**src/rtl/branch_resolve_queue_pkg.sv**
```systemverilog
// Shared types and constants for the branch resolve queue.
package branch_resolve_queue_pkg;

  localparam int ADDR_WIDTH = 32;
  localparam int BRQ_DEPTH  = 8;

  typedef enum logic {
    NOT_TAKEN = 1'b0,
    TAKEN     = 1'b1
  } BranchOutcome;

  // One in-flight conditional branch awaiting (or holding) its EX outcome.
  typedef struct packed {
    logic [ADDR_WIDTH-1:0] pc;
    logic [ADDR_WIDTH-1:0] target;
    BranchOutcome          prediction;
    BranchOutcome          outcome;
    logic                  resolved;
  } brq_entry_t;

endpackage

```
**src/rtl/branch_resolve_queue_if.sv**
```systemverilog
// Alloc / resolve / feedback / redirect bundle of the branch resolve queue.
// master: decode + EX side driving requests; slave: the queue itself.
interface branch_resolve_queue_if #(
  parameter int TAG_W = 3
);
  import branch_resolve_queue_pkg::*;

  logic                  i_alloc_valid;
  logic [ADDR_WIDTH-1:0] i_alloc_pc;
  logic [ADDR_WIDTH-1:0] i_alloc_target;
  BranchOutcome          i_alloc_prediction;
  logic                  o_alloc_ready;
  logic [TAG_W-1:0]      o_alloc_tag;

  logic                  i_res_valid;
  logic [TAG_W-1:0]      i_res_tag;
  BranchOutcome          i_res_outcome;

  logic                  o_fb_valid;
  logic [ADDR_WIDTH-1:0] o_fb_pc;
  BranchOutcome          o_fb_prediction;
  BranchOutcome          o_fb_outcome;

  logic                  o_redirect_valid;
  logic [ADDR_WIDTH-1:0] o_redirect_pc;

  modport master (
    output i_alloc_valid, i_alloc_pc, i_alloc_target, i_alloc_prediction,
    output i_res_valid, i_res_tag, i_res_outcome,
    input  o_alloc_ready, o_alloc_tag,
    input  o_fb_valid, o_fb_pc, o_fb_prediction, o_fb_outcome,
    input  o_redirect_valid, o_redirect_pc
  );

  modport slave (
    input  i_alloc_valid, i_alloc_pc, i_alloc_target, i_alloc_prediction,
    input  i_res_valid, i_res_tag, i_res_outcome,
    output o_alloc_ready, o_alloc_tag,
    output o_fb_valid, o_fb_pc, o_fb_prediction, o_fb_outcome,
    output o_redirect_valid, o_redirect_pc
  );

endinterface

```
**src/rtl/branch_resolve_queue_stats.sv**
```systemverilog
// brq_stats: saturating retire / mispredict counters for the branch
// resolve queue. Only instantiated when BRQ_STATS_EN is defined.
module brq_stats (
  input  logic        clk,
  input  logic        rst_n,
  input  logic        retire,
  input  logic        miss,
  output logic [31:0] o_stat_pred,
  output logic [31:0] o_stat_miss
);

  function automatic logic [31:0] sat_inc(input logic [31:0] v);
    return (v == 32'hFFFF_FFFF) ? v : v + 32'd1;
  endfunction

  // Count every retired branch and the retired ones that were mispredicted.
  always_ff @(posedge clk or negedge rst_n) begin
    if (!rst_n) begin
      o_stat_pred <= '0;
      o_stat_miss <= '0;
    end else if (retire) begin
      o_stat_pred <= sat_inc(o_stat_pred);
      if (miss) o_stat_miss <= sat_inc(o_stat_miss);
    end
  end

endmodule

```
**src/rtl/branch_resolve_queue.sv**
```systemverilog
// branch_resolve_queue: tracks predicted branches from decode until EX
// resolves them, retires them in order as predictor training feedback,
// and issues a redirect plus younger-entry squash on a mispredict.
// Optional feature macro: BRQ_STATS_EN (retire/mispredict counters).
module branch_resolve_queue
  import branch_resolve_queue_pkg::*;
#(
  parameter int DEPTH = BRQ_DEPTH,
  parameter int TAG_W = $clog2(DEPTH)
) (
  input  logic                  clk,
  input  logic                  rst_n,
  branch_resolve_queue_if.slave brq,
  input  logic                  i_flush,
  output logic [TAG_W:0]        o_count,
  output logic                  o_err,
  output logic [31:0]           o_stat_pred,
  output logic [31:0]           o_stat_miss
);

  localparam logic [TAG_W:0] PTR_ONE = (TAG_W+1)'(1);

  brq_entry_t            mem [DEPTH];
  brq_entry_t            head_ent;
  brq_entry_t            res_ent;
  logic [TAG_W:0]        head, tail, count, res_ptr;
  logic [TAG_W-1:0]      head_idx, tail_idx, res_off;
  logic                  empty, full, alloc_fire;
  logic                  res_live, res_ok, res_bad, mispredict, retire;
  logic [ADDR_WIDTH-1:0] recover_pc;
  logic                  redirect_vld_p1;
  logic [ADDR_WIDTH-1:0] redirect_pc_p1;

  assign head_idx = head[TAG_W-1:0];
  assign tail_idx = tail[TAG_W-1:0];
  assign count    = tail - head;
  assign empty    = (head == tail);
  assign full     = ((head ^ tail) == {1'b1, {TAG_W{1'b0}}});

  assign alloc_fire = brq.i_alloc_valid & ~full;

  // A tag is live when its distance from head is inside the occupied span;
  // res_ptr is the same entry expressed as a full wrap-bit pointer.
  assign res_ent    = mem[brq.i_res_tag];
  assign res_off    = brq.i_res_tag - head_idx;
  assign res_ptr    = head + {1'b0, res_off};
  assign res_live   = ({1'b0, res_off} < count);
  assign res_ok     = brq.i_res_valid & res_live & ~res_ent.resolved;
  assign res_bad    = brq.i_res_valid & ~res_ok;
  assign mispredict = res_ok & (brq.i_res_outcome != res_ent.prediction);
  assign recover_pc = (res_ent.prediction == TAKEN) ? res_ent.pc + ADDR_WIDTH'(8)
                                                    : res_ent.target;

  // Stale resolved bits can sit beyond tail after a squash, so gate on ~empty.
  assign head_ent = mem[head_idx];
  assign retire   = ~empty & head_ent.resolved;

  assign brq.o_alloc_ready    = ~full;
  assign brq.o_alloc_tag      = tail_idx;
  assign brq.o_fb_valid       = retire;
  assign brq.o_fb_pc          = retire ? head_ent.pc : '0;
  assign brq.o_fb_prediction  = retire ? head_ent.prediction : NOT_TAKEN;
  assign brq.o_fb_outcome     = retire ? head_ent.outcome : NOT_TAKEN;
  assign brq.o_redirect_valid = redirect_vld_p1;
  assign brq.o_redirect_pc    = redirect_pc_p1;
  assign o_count              = count;

  // Entry storage and head/tail pointers; flush beats squash beats plain alloc.
  always_ff @(posedge clk or negedge rst_n) begin
    if (!rst_n) begin
      head <= '0;
      tail <= '0;
      for (int i = 0; i < DEPTH; i++) mem[i] <= '0;
    end else if (i_flush) begin
      head <= '0;
      tail <= '0;
      for (int i = 0; i < DEPTH; i++) mem[i].resolved <= 1'b0;
    end else begin
      if (alloc_fire)
        mem[tail_idx] <= '{pc:         brq.i_alloc_pc,
                           target:     brq.i_alloc_target,
                           prediction: brq.i_alloc_prediction,
                           outcome:    NOT_TAKEN,
                           resolved:   1'b0};
      if (res_ok) begin
        mem[brq.i_res_tag].outcome  <= brq.i_res_outcome;
        mem[brq.i_res_tag].resolved <= 1'b1;
      end
      if (retire) head <= head + PTR_ONE;
      if (mispredict)      tail <= res_ptr + PTR_ONE;
      else if (alloc_fire) tail <= tail + PTR_ONE;
    end
  end

  // One-cycle redirect pulse and the sticky bad-resolve flag.
  always_ff @(posedge clk or negedge rst_n) begin
    if (!rst_n) begin
      redirect_vld_p1 <= 1'b0;
      redirect_pc_p1  <= '0;
      o_err           <= 1'b0;
    end else if (i_flush) begin
      redirect_vld_p1 <= 1'b0;
    end else begin
      redirect_vld_p1 <= mispredict;
      if (mispredict) redirect_pc_p1 <= recover_pc;
      if (res_bad)    o_err <= 1'b1;
    end
  end

`ifdef BRQ_STATS_EN
  brq_stats u_stats (
    .clk         (clk),
    .rst_n       (rst_n),
    .retire      (retire),
    .miss        (head_ent.prediction != head_ent.outcome),
    .o_stat_pred (o_stat_pred),
    .o_stat_miss (o_stat_miss)
  );
`else
  assign o_stat_pred = '0;
  assign o_stat_miss = '0;
`endif

endmodule

```
**src/flat_wrapper.sv**
```systemverilog
// flat-port wrapper written by rule: the top's interface ports become plain ports
module branch_resolve_queue_flat import branch_resolve_queue_pkg::*;
#(
  parameter int DEPTH = BRQ_DEPTH,
  parameter int TAG_W = $clog2(DEPTH)
)
  (clk, rst_n, i_flush, o_count, o_err, o_stat_pred, o_stat_miss, brq_i_alloc_valid, brq_i_alloc_pc, brq_i_alloc_target, brq_i_alloc_prediction, brq_i_res_valid, brq_i_res_tag, brq_i_res_outcome, brq_o_alloc_ready, brq_o_alloc_tag, brq_o_fb_valid, brq_o_fb_pc, brq_o_fb_prediction, brq_o_fb_outcome, brq_o_redirect_valid, brq_o_redirect_pc);
  branch_resolve_queue_if #(.TAG_W(TAG_W)) brq_i ();
  input  logic clk;
  input  logic rst_n;
  input  logic i_flush;
  output logic [TAG_W:0] o_count;
  output logic o_err;
  output logic [31:0] o_stat_pred;
  output logic [31:0] o_stat_miss;
  input wire logic [$bits(brq_i.i_alloc_valid)-1:0] brq_i_alloc_valid;
  input wire logic [$bits(brq_i.i_alloc_pc)-1:0] brq_i_alloc_pc;
  input wire logic [$bits(brq_i.i_alloc_target)-1:0] brq_i_alloc_target;
  input wire logic [$bits(brq_i.i_alloc_prediction)-1:0] brq_i_alloc_prediction;
  input wire logic [$bits(brq_i.i_res_valid)-1:0] brq_i_res_valid;
  input wire logic [$bits(brq_i.i_res_tag)-1:0] brq_i_res_tag;
  input wire logic [$bits(brq_i.i_res_outcome)-1:0] brq_i_res_outcome;
  output wire logic [$bits(brq_i.o_alloc_ready)-1:0] brq_o_alloc_ready;
  output wire logic [$bits(brq_i.o_alloc_tag)-1:0] brq_o_alloc_tag;
  output wire logic [$bits(brq_i.o_fb_valid)-1:0] brq_o_fb_valid;
  output wire logic [$bits(brq_i.o_fb_pc)-1:0] brq_o_fb_pc;
  output wire logic [$bits(brq_i.o_fb_prediction)-1:0] brq_o_fb_prediction;
  output wire logic [$bits(brq_i.o_fb_outcome)-1:0] brq_o_fb_outcome;
  output wire logic [$bits(brq_i.o_redirect_valid)-1:0] brq_o_redirect_valid;
  output wire logic [$bits(brq_i.o_redirect_pc)-1:0] brq_o_redirect_pc;
  assign brq_i.i_alloc_valid = brq_i_alloc_valid;
  assign brq_i.i_alloc_pc = brq_i_alloc_pc;
  assign brq_i.i_alloc_target = brq_i_alloc_target;
  assign brq_i.i_alloc_prediction = brq_i_alloc_prediction;
  assign brq_i.i_res_valid = brq_i_res_valid;
  assign brq_i.i_res_tag = brq_i_res_tag;
  assign brq_i.i_res_outcome = brq_i_res_outcome;
  assign brq_o_alloc_ready = brq_i.o_alloc_ready;
  assign brq_o_alloc_tag = brq_i.o_alloc_tag;
  assign brq_o_fb_valid = brq_i.o_fb_valid;
  assign brq_o_fb_pc = brq_i.o_fb_pc;
  assign brq_o_fb_prediction = brq_i.o_fb_prediction;
  assign brq_o_fb_outcome = brq_i.o_fb_outcome;
  assign brq_o_redirect_valid = brq_i.o_redirect_valid;
  assign brq_o_redirect_pc = brq_i.o_redirect_pc;
  branch_resolve_queue #(.DEPTH(DEPTH), .TAG_W(TAG_W)) u_core (.clk(clk), .rst_n(rst_n), .brq(brq_i), .i_flush(i_flush), .o_count(o_count), .o_err(o_err), .o_stat_pred(o_stat_pred), .o_stat_miss(o_stat_miss));
endmodule
```
**config.mk**
```make
export PLATFORM = sky130hd
export DESIGN_NAME = branch_resolve_queue_flat
export DESIGN_NICKNAME = d
export VERILOG_FILES = /design/src/rtl/branch_resolve_queue_pkg.sv /design/src/rtl/branch_resolve_queue_if.sv /design/src/rtl/branch_resolve_queue_stats.sv /design/src/rtl/branch_resolve_queue.sv /design/src/flat_wrapper.sv
export SDC_FILE = /design/constraint.sdc
export NUM_CORES = 1
export LEC_CHECK = 0
export CORE_MARGIN = 5
export CORE_UTILIZATION = 59
export DETAILED_ROUTE_END_ITERATION = 8
export HOLD_SLACK_MARGIN = 0.02
export PLACE_DENSITY = 0.8
export SLEW_MARGIN = 10
export SYNTH_ARGS = -nofsm -noshare
export SYNTH_HDL_FRONTEND = slang
export SYNTH_HIERARCHICAL = 1
export SYNTH_SLANG_ARGS = --single-unit
```
**constraint.sdc**
```tcl
create_clock -name clk -period 4.5 [get_ports clk]
set_input_delay 0.675 -clock clk [delete_from_list [all_inputs] [get_ports clk]]
set_output_delay 0.675 -clock clk [all_outputs]
set_load 0.005 [all_outputs]
```
### Word level (Yosys, flattened, before mapping)

Cells that the tools add are included.

* bitwise logic cells: 15
* reductions and logical operators: 6
* order comparisons: 6
* mux-type cells: 36
* add/subtract/negate cells: 7
* equal/unequal tests: 3

Operator list (count)
* bitwise mux 536 bit: 3
* two-way mux 536 bit: 3
* demux 67 bit (select 3 bit): 3
* binary-select mux 67 bit (select 3 bit): 2
* two-way mux 67 bit: 5
* two-way mux 32 bit: 2
* adder 32 x 4 -> 32 bit (second input constant): 1
* two-way mux 4 bit: 5
* adder 4 x 1 -> 4 bit (second input constant): 3
* greater-or-equal comparator 4 bit (second input constant): 3
* two-way mux 1 bit: 12
* NOT 3 -> 4 bit: 3
* less-than comparator 4 x 1 -> 1 bit (second input constant): 2
* bitwise AND 1 bit: 6
* NOT 1 bit: 5
* adder 4 x 3 -> 4 bit: 1
* equality test 4 bit: 1
* equality test 4 bit (second input constant): 1
* less-than comparator 3 x 4 -> 1 bit: 1
* AND reduction 2 bit: 2
* subtractor 4 bit: 1
* bitwise XOR 4 bit: 1
* nonzero test 3 bit: 1
* subtractor 3 bit: 1
* other kinds (4): 5

* output and inout bits: 141
* word-level logic and storage cells: 118
* input port bits: 74
* register bits: 578

### Longest topological paths before layout

* word-level depth: 12
* mapped depth: 17
* depth with buffers taken out: 13

### Worst setup path before layout

OpenSTA, ideal clock, no wires.

* path kind: input to register
* start point: input port brq_i_res_tag[0]
* end point: register u_core.redirect_pc_p1[18] (netlist: u_core/brq.o_redirect_pc[18])
* data required time: 4.367 ns
* stages: 17
* slack: 0.606 ns
* arrival time: 3.760 ns
* setup time: 0.133 ns
* buffers on the path: 4
* path through: inv_1 buf_2 buf_2 ha_1 inv_1 fa_1 xnor2_1 xnor2_1 ha_1 a21oi_1 o2111a_1 or3b_1 clkbuf_1 inv_2 buf_2 mux2i_1 o21ai_0

* word-level cells in the longest chain between the ends: 8
* elaborated cells between the ends (all ways): 14
* those cells by class: add/sub: 2; order compare: 1; eq/ne: 1; mux: 4; bitwise: 5; reduce/logical: 1

Ends and longest elaborated chain
* start: declaration: line flat_wrapper.sv:21 `input wire logic [$bits(brq_i.i_res_tag)-1:0] brq_i_res_tag;`
* branches (longest 8 deep; another with adder 32 x 4 -> 32 bit)
* end signal: assignment: line branch_resolve_queue.sv:105 `if (mispredict) redirect_pc_p1 <= recover_pc;`
* end: declaration: line branch_resolve_queue.sv:32 `logic [ADDR_WIDTH-1:0] redirect_pc_p1;`

Parallel ways; which one is timed is not known. The select of a mux whose other input is x is not followed.
A chain may end at the register's enable or synchronous reset.

### Final worst setup path

* start point: register u_core.head[0]
* end point: output port brq_o_fb_pc[16]

* word-level cells in the longest chain between the ends: 6
* elaborated cells between the ends (all ways): 8
* those cells by class: eq/ne: 1; mux: 4; bitwise: 3

Ends and longest elaborated chain
* start: declaration: line branch_resolve_queue.sv:26 `logic [TAG_W:0] head, tail, count, res_ptr;`
* start signal: assignment: line branch_resolve_queue.sv:89 `if (retire) head <= head + PTR_ONE;`
* NOT 3 -> 4 bit (not written as such): line branch_resolve_queue.sv:55 `assign head_ent = mem[head_idx];`
* binary-select mux 67 bit (select 3 bit): line branch_resolve_queue.sv:55
* two-way mux 67 bit (not written as such) (2 in series): line branch_resolve_queue.sv:55
* bitwise AND 1 bit: line branch_resolve_queue.sv:56 `assign retire = ~empty & head_ent.resolved;`
* two-way mux 32 bit *: line branch_resolve_queue.sv:61 `assign brq.o_fb_pc = retire ? head_ent.pc : '0;`
* end: declaration: line flat_wrapper.sv:26 `output wire logic [$bits(brq_i.o_fb_pc)-1:0] brq_o_fb_pc;`

Mark *: on every way between the ends. The rest lies on a longest branch, timed or not. The select of a mux whose other input is x is not followed.

==> impl_metrics.json <==
{
  "cap_violations": 0,
  "slowest_delay_ns": 0.59,
  "cts_sinks": 578,
  "reg2reg_depth": 12,
  "final_hold_viol_count": 0,
  "worstMarginPinSlew_ns": 1.03,
  "fp.dieW_um": 230,
  "rrSetupSlack_ns": 0.63,
  "finalCritPeriodShare_pct": 94.9,
  "cp-endpoint": "brq_o_fb_pc[16]",
  "clk_path_buf_depth": 3,
  "ioPinCount": 215,
  "fp-row-count": 80,
  "critPathSlowestCell": "buf_4",
  "setup_tns_ns": 0,
  "ctsResizeCount": 0,
  "dp_hpwl_mm": 47.9,
  "p_seq_share_pct": 46.6,
  "cts_buffers": 59,
  "ys_async_sr_fraction_pct": 100,
  "ctsHoldBuffers": 0,
  "synthTopCellsByArea": "dfrtp_1 (51%), mux2_2 (21%), mux4_2 (8.2%), a22oi_1 (2.8%), buf_4 (1.9%)",
  "drive_gt1_share_pct": 35.1,
  "path_cells": "buf_4 > buf_4 > mux4_2 > nand2_1 > a21oi_1 > clkdlybuf4s50_1",
  "synth-compound-area-share_pct": 8.06,
  "synthXorXnorAreaFrac_pct": 1.16,
  "fillers": 3218,
  "switchingPower_mw": 5.71,
  "crit_buf_inv": 3,
  "synth.most_common_cell": "dfrtp_1",
  "yosysSeqAreaShare_pct": 50.6,
  "clkPwrFrac_pct": 25.6,
  "wl_per_cell_um": 27.1,
  "cts-root-buf": "clkbuf_16",
  "initial_core_util_pct": 59.8,
  "synth_common_cells": "dfrtp_1 (578), mux2_2 (528), nand2_1 (130)",
  "cp_top_family": "buffers and inverters",
  "relSlewSlack_pct": 31.3,
  "period_needed_ns": 4.27,
  "max_freq_ghz": 0.234,
  "clk_latency_ns": 0.62,
  "drtAntennaViolNets": 0,
  "powerDensity_nw_per_um2": 582,
  "finalMaxSlewViolations": 0,
  "routed_wirelength_mm": 78.9,
  "ir_worst_vdd_v": 0.000349,
  "place_congestion": 0.869,
  "netlist_instances": 2150,
  "syn_to_final_growth_pct": 13.7,
  "power.total_mw": 18.9,
  "synth_warnings": 6,
  "fp.coreArea_um2": 47800,
  "antenna_found_initial": 4,
  "grt_usage_pct": 29.7,
  "grt_pass1_vias": 20400,
  "setup_viol": 0,
  "skew_ns": 0.0170,
  "finalNetCount": 2340,
  "r2r-end": "u_core/brq.o_redirect_pc[31]",
  "grt_overflow_total": 0,
  "cpMostUsedCell": "buf_4",
  "worst_ep_arrival_time_ns": 3.60,
  "synth-seq-cells": 578,
  "cts_htree_levels": 2,
  "rsz0062_at_grt": "no",
  "power.internal_mw": 13.2,
  "crit_start": "u_core/head[0]",
  "synth.area.mux_share_pct": 30.7,
  "num_vias": 19400,
  "synth_top_area_share_pct": 50.6,
  "grt_first_pass_wirelength_mm": 123,
  "synthSimpleGateAreaFrac_pct": 4.29,
  "p_comb_share_pct": 27.8,
  "die_y_um": 230,
  "startpoint_type": "flip-flop",
  "avgSynthCellArea_um2": 13.3,
  "ys.flop_type": "dfrtp_1",
  "status": "finished, final reports clean",
  "drcViolationCount": 0,
  "synth_area_um2": 28600,
  "io_buffers": 150,
  "drt-vias-per-instance": 6.65,
  "leakage_nw": 14.0,
  "r2r_start": "u_core/head[0]",
  "yosys.area_share.adder_pct": 0.735,
  "drt_iter0_markers": 2125,
  "crit_cells": 6,
  "synth_cell_types": 65,
  "tritoncts": "yes",
  "worstSetupEndpointType": "primary output",
  "worstPathRequired_ns": 3.83,
  "synth_edf_count": 0,
  "cts.clk_slew.worst_paths_ns": 0.06,
  "hold_path.class": "in2async",
  "yosysTopAreaCell": "dfrtp_1",
  "critPathKind": "reg2out",
  "cts_setup_buffers": 0,
  "critPathMaxFanout": 32,
  "sw_frac_of_total_pct": 30.2,
  "die_area_um2": 53000,
  "grt_max_degree": 123,
  "synth_top_family_by_area": "multiplexers",
  "first_pass_iters": 5
}
[kinds of logic after synthesis]
family,Yosys count
adders and majority gates,15
buffers and inverters,250
and+or+nand+nor,259
other,1
DFF,578
AOI/OAI and AO/OA,339
muxes,670
xor gates and xnor gates,38
[metal layers]
metal	wire length, um	track usage [%]	up-vias
li1	-	-	8088
met1	31200	41.0	10100
met2	38400	47.6	1023
met3	7190	6.91	160
met4	2090	9.12	2
met5	8	0	-
[cell usage in the layout, fill, tap and decap left out, types with 12 or more instances in the layout]
cell type	instances
dfrtp_1	576
mux2_2	528
clkdlybuf4s50_1	145
nand2_1	130
a22oi_1	106
mux4_2	104
a21oi_1	86
conb_1	64
clkbuf_16	61
nor2_1	42
buf_4	36
mux2i_1	31
o21ai_0	26
a221oi_1	26
a22o_1	25
inv_1	24
clkbuf_1	22
a31oi_1	21
xor2_1	20
xnor2_1	18
o22ai_1	18
nand4_1	18
buf_12	16
nand3_1	12
ha_1	12
[stage by stage]
stage	utilization, %	instance area (um^2)	hold WS, ns	cells	setup slack, ns
final	68.0	32500	0.148	2913	0.228
after global routing	68.0	32500	0.232	2913	0.0413
after CTS	67.9	32500	0.208	2910	0.184
after detailed placement	64.0	30600	0.496	2805	0.490
after global placement	64.0	30600	0.489	2805	0.561
after floorplan	-	28800	0.379	2213	0.606
[worst reg2reg max path, delay by kind of cell, from the launching register on]
family          cells  cell delay (ns)
compound gates      4             0.81
buf+inv             4             1.23
fa+ha+maj           1             0.36
flops               1             0.56
simple gates        3             0.82
[final cells by class]
cell class	count	area, um^2	share of cell area, %
Inverter	26	97.6	0.300
Sequential cell	578	14500	44.5
Antenna cell	3	7.51	0.0231
Timing Repair Buffer	201	2070	6.37
Clock buffer	91	1720	5.29
Multi-Input combinational cell	1385	13200	40.6
Tap cell	615	769	2.37
Clock inverter	14	170	0.523
[worst min path at each step]
stage	to	slack, ns	cells past startpoint
floorplan	async pin	0.38	0
global placement	flip-flop	0.49	1
detailed placement	flip-flop	0.50	1
CTS	async pin	0.21	1
global route	async pin	0.23	1
finish	async pin	0.15	1
[power groups by stage]
stage                     sequential [mW]  clock (mW)  combinational [mW]
after CTS                            8.76        4.89                5.26
after global routing                 9.04        5.11                5.68
after detailed placement             8.81           0                5.22
final                                8.82        4.84                5.27
after global placement               8.64           0                4.99
after floorplan                      8.25           0                3.80
Power figures use the tool's default switching activity.
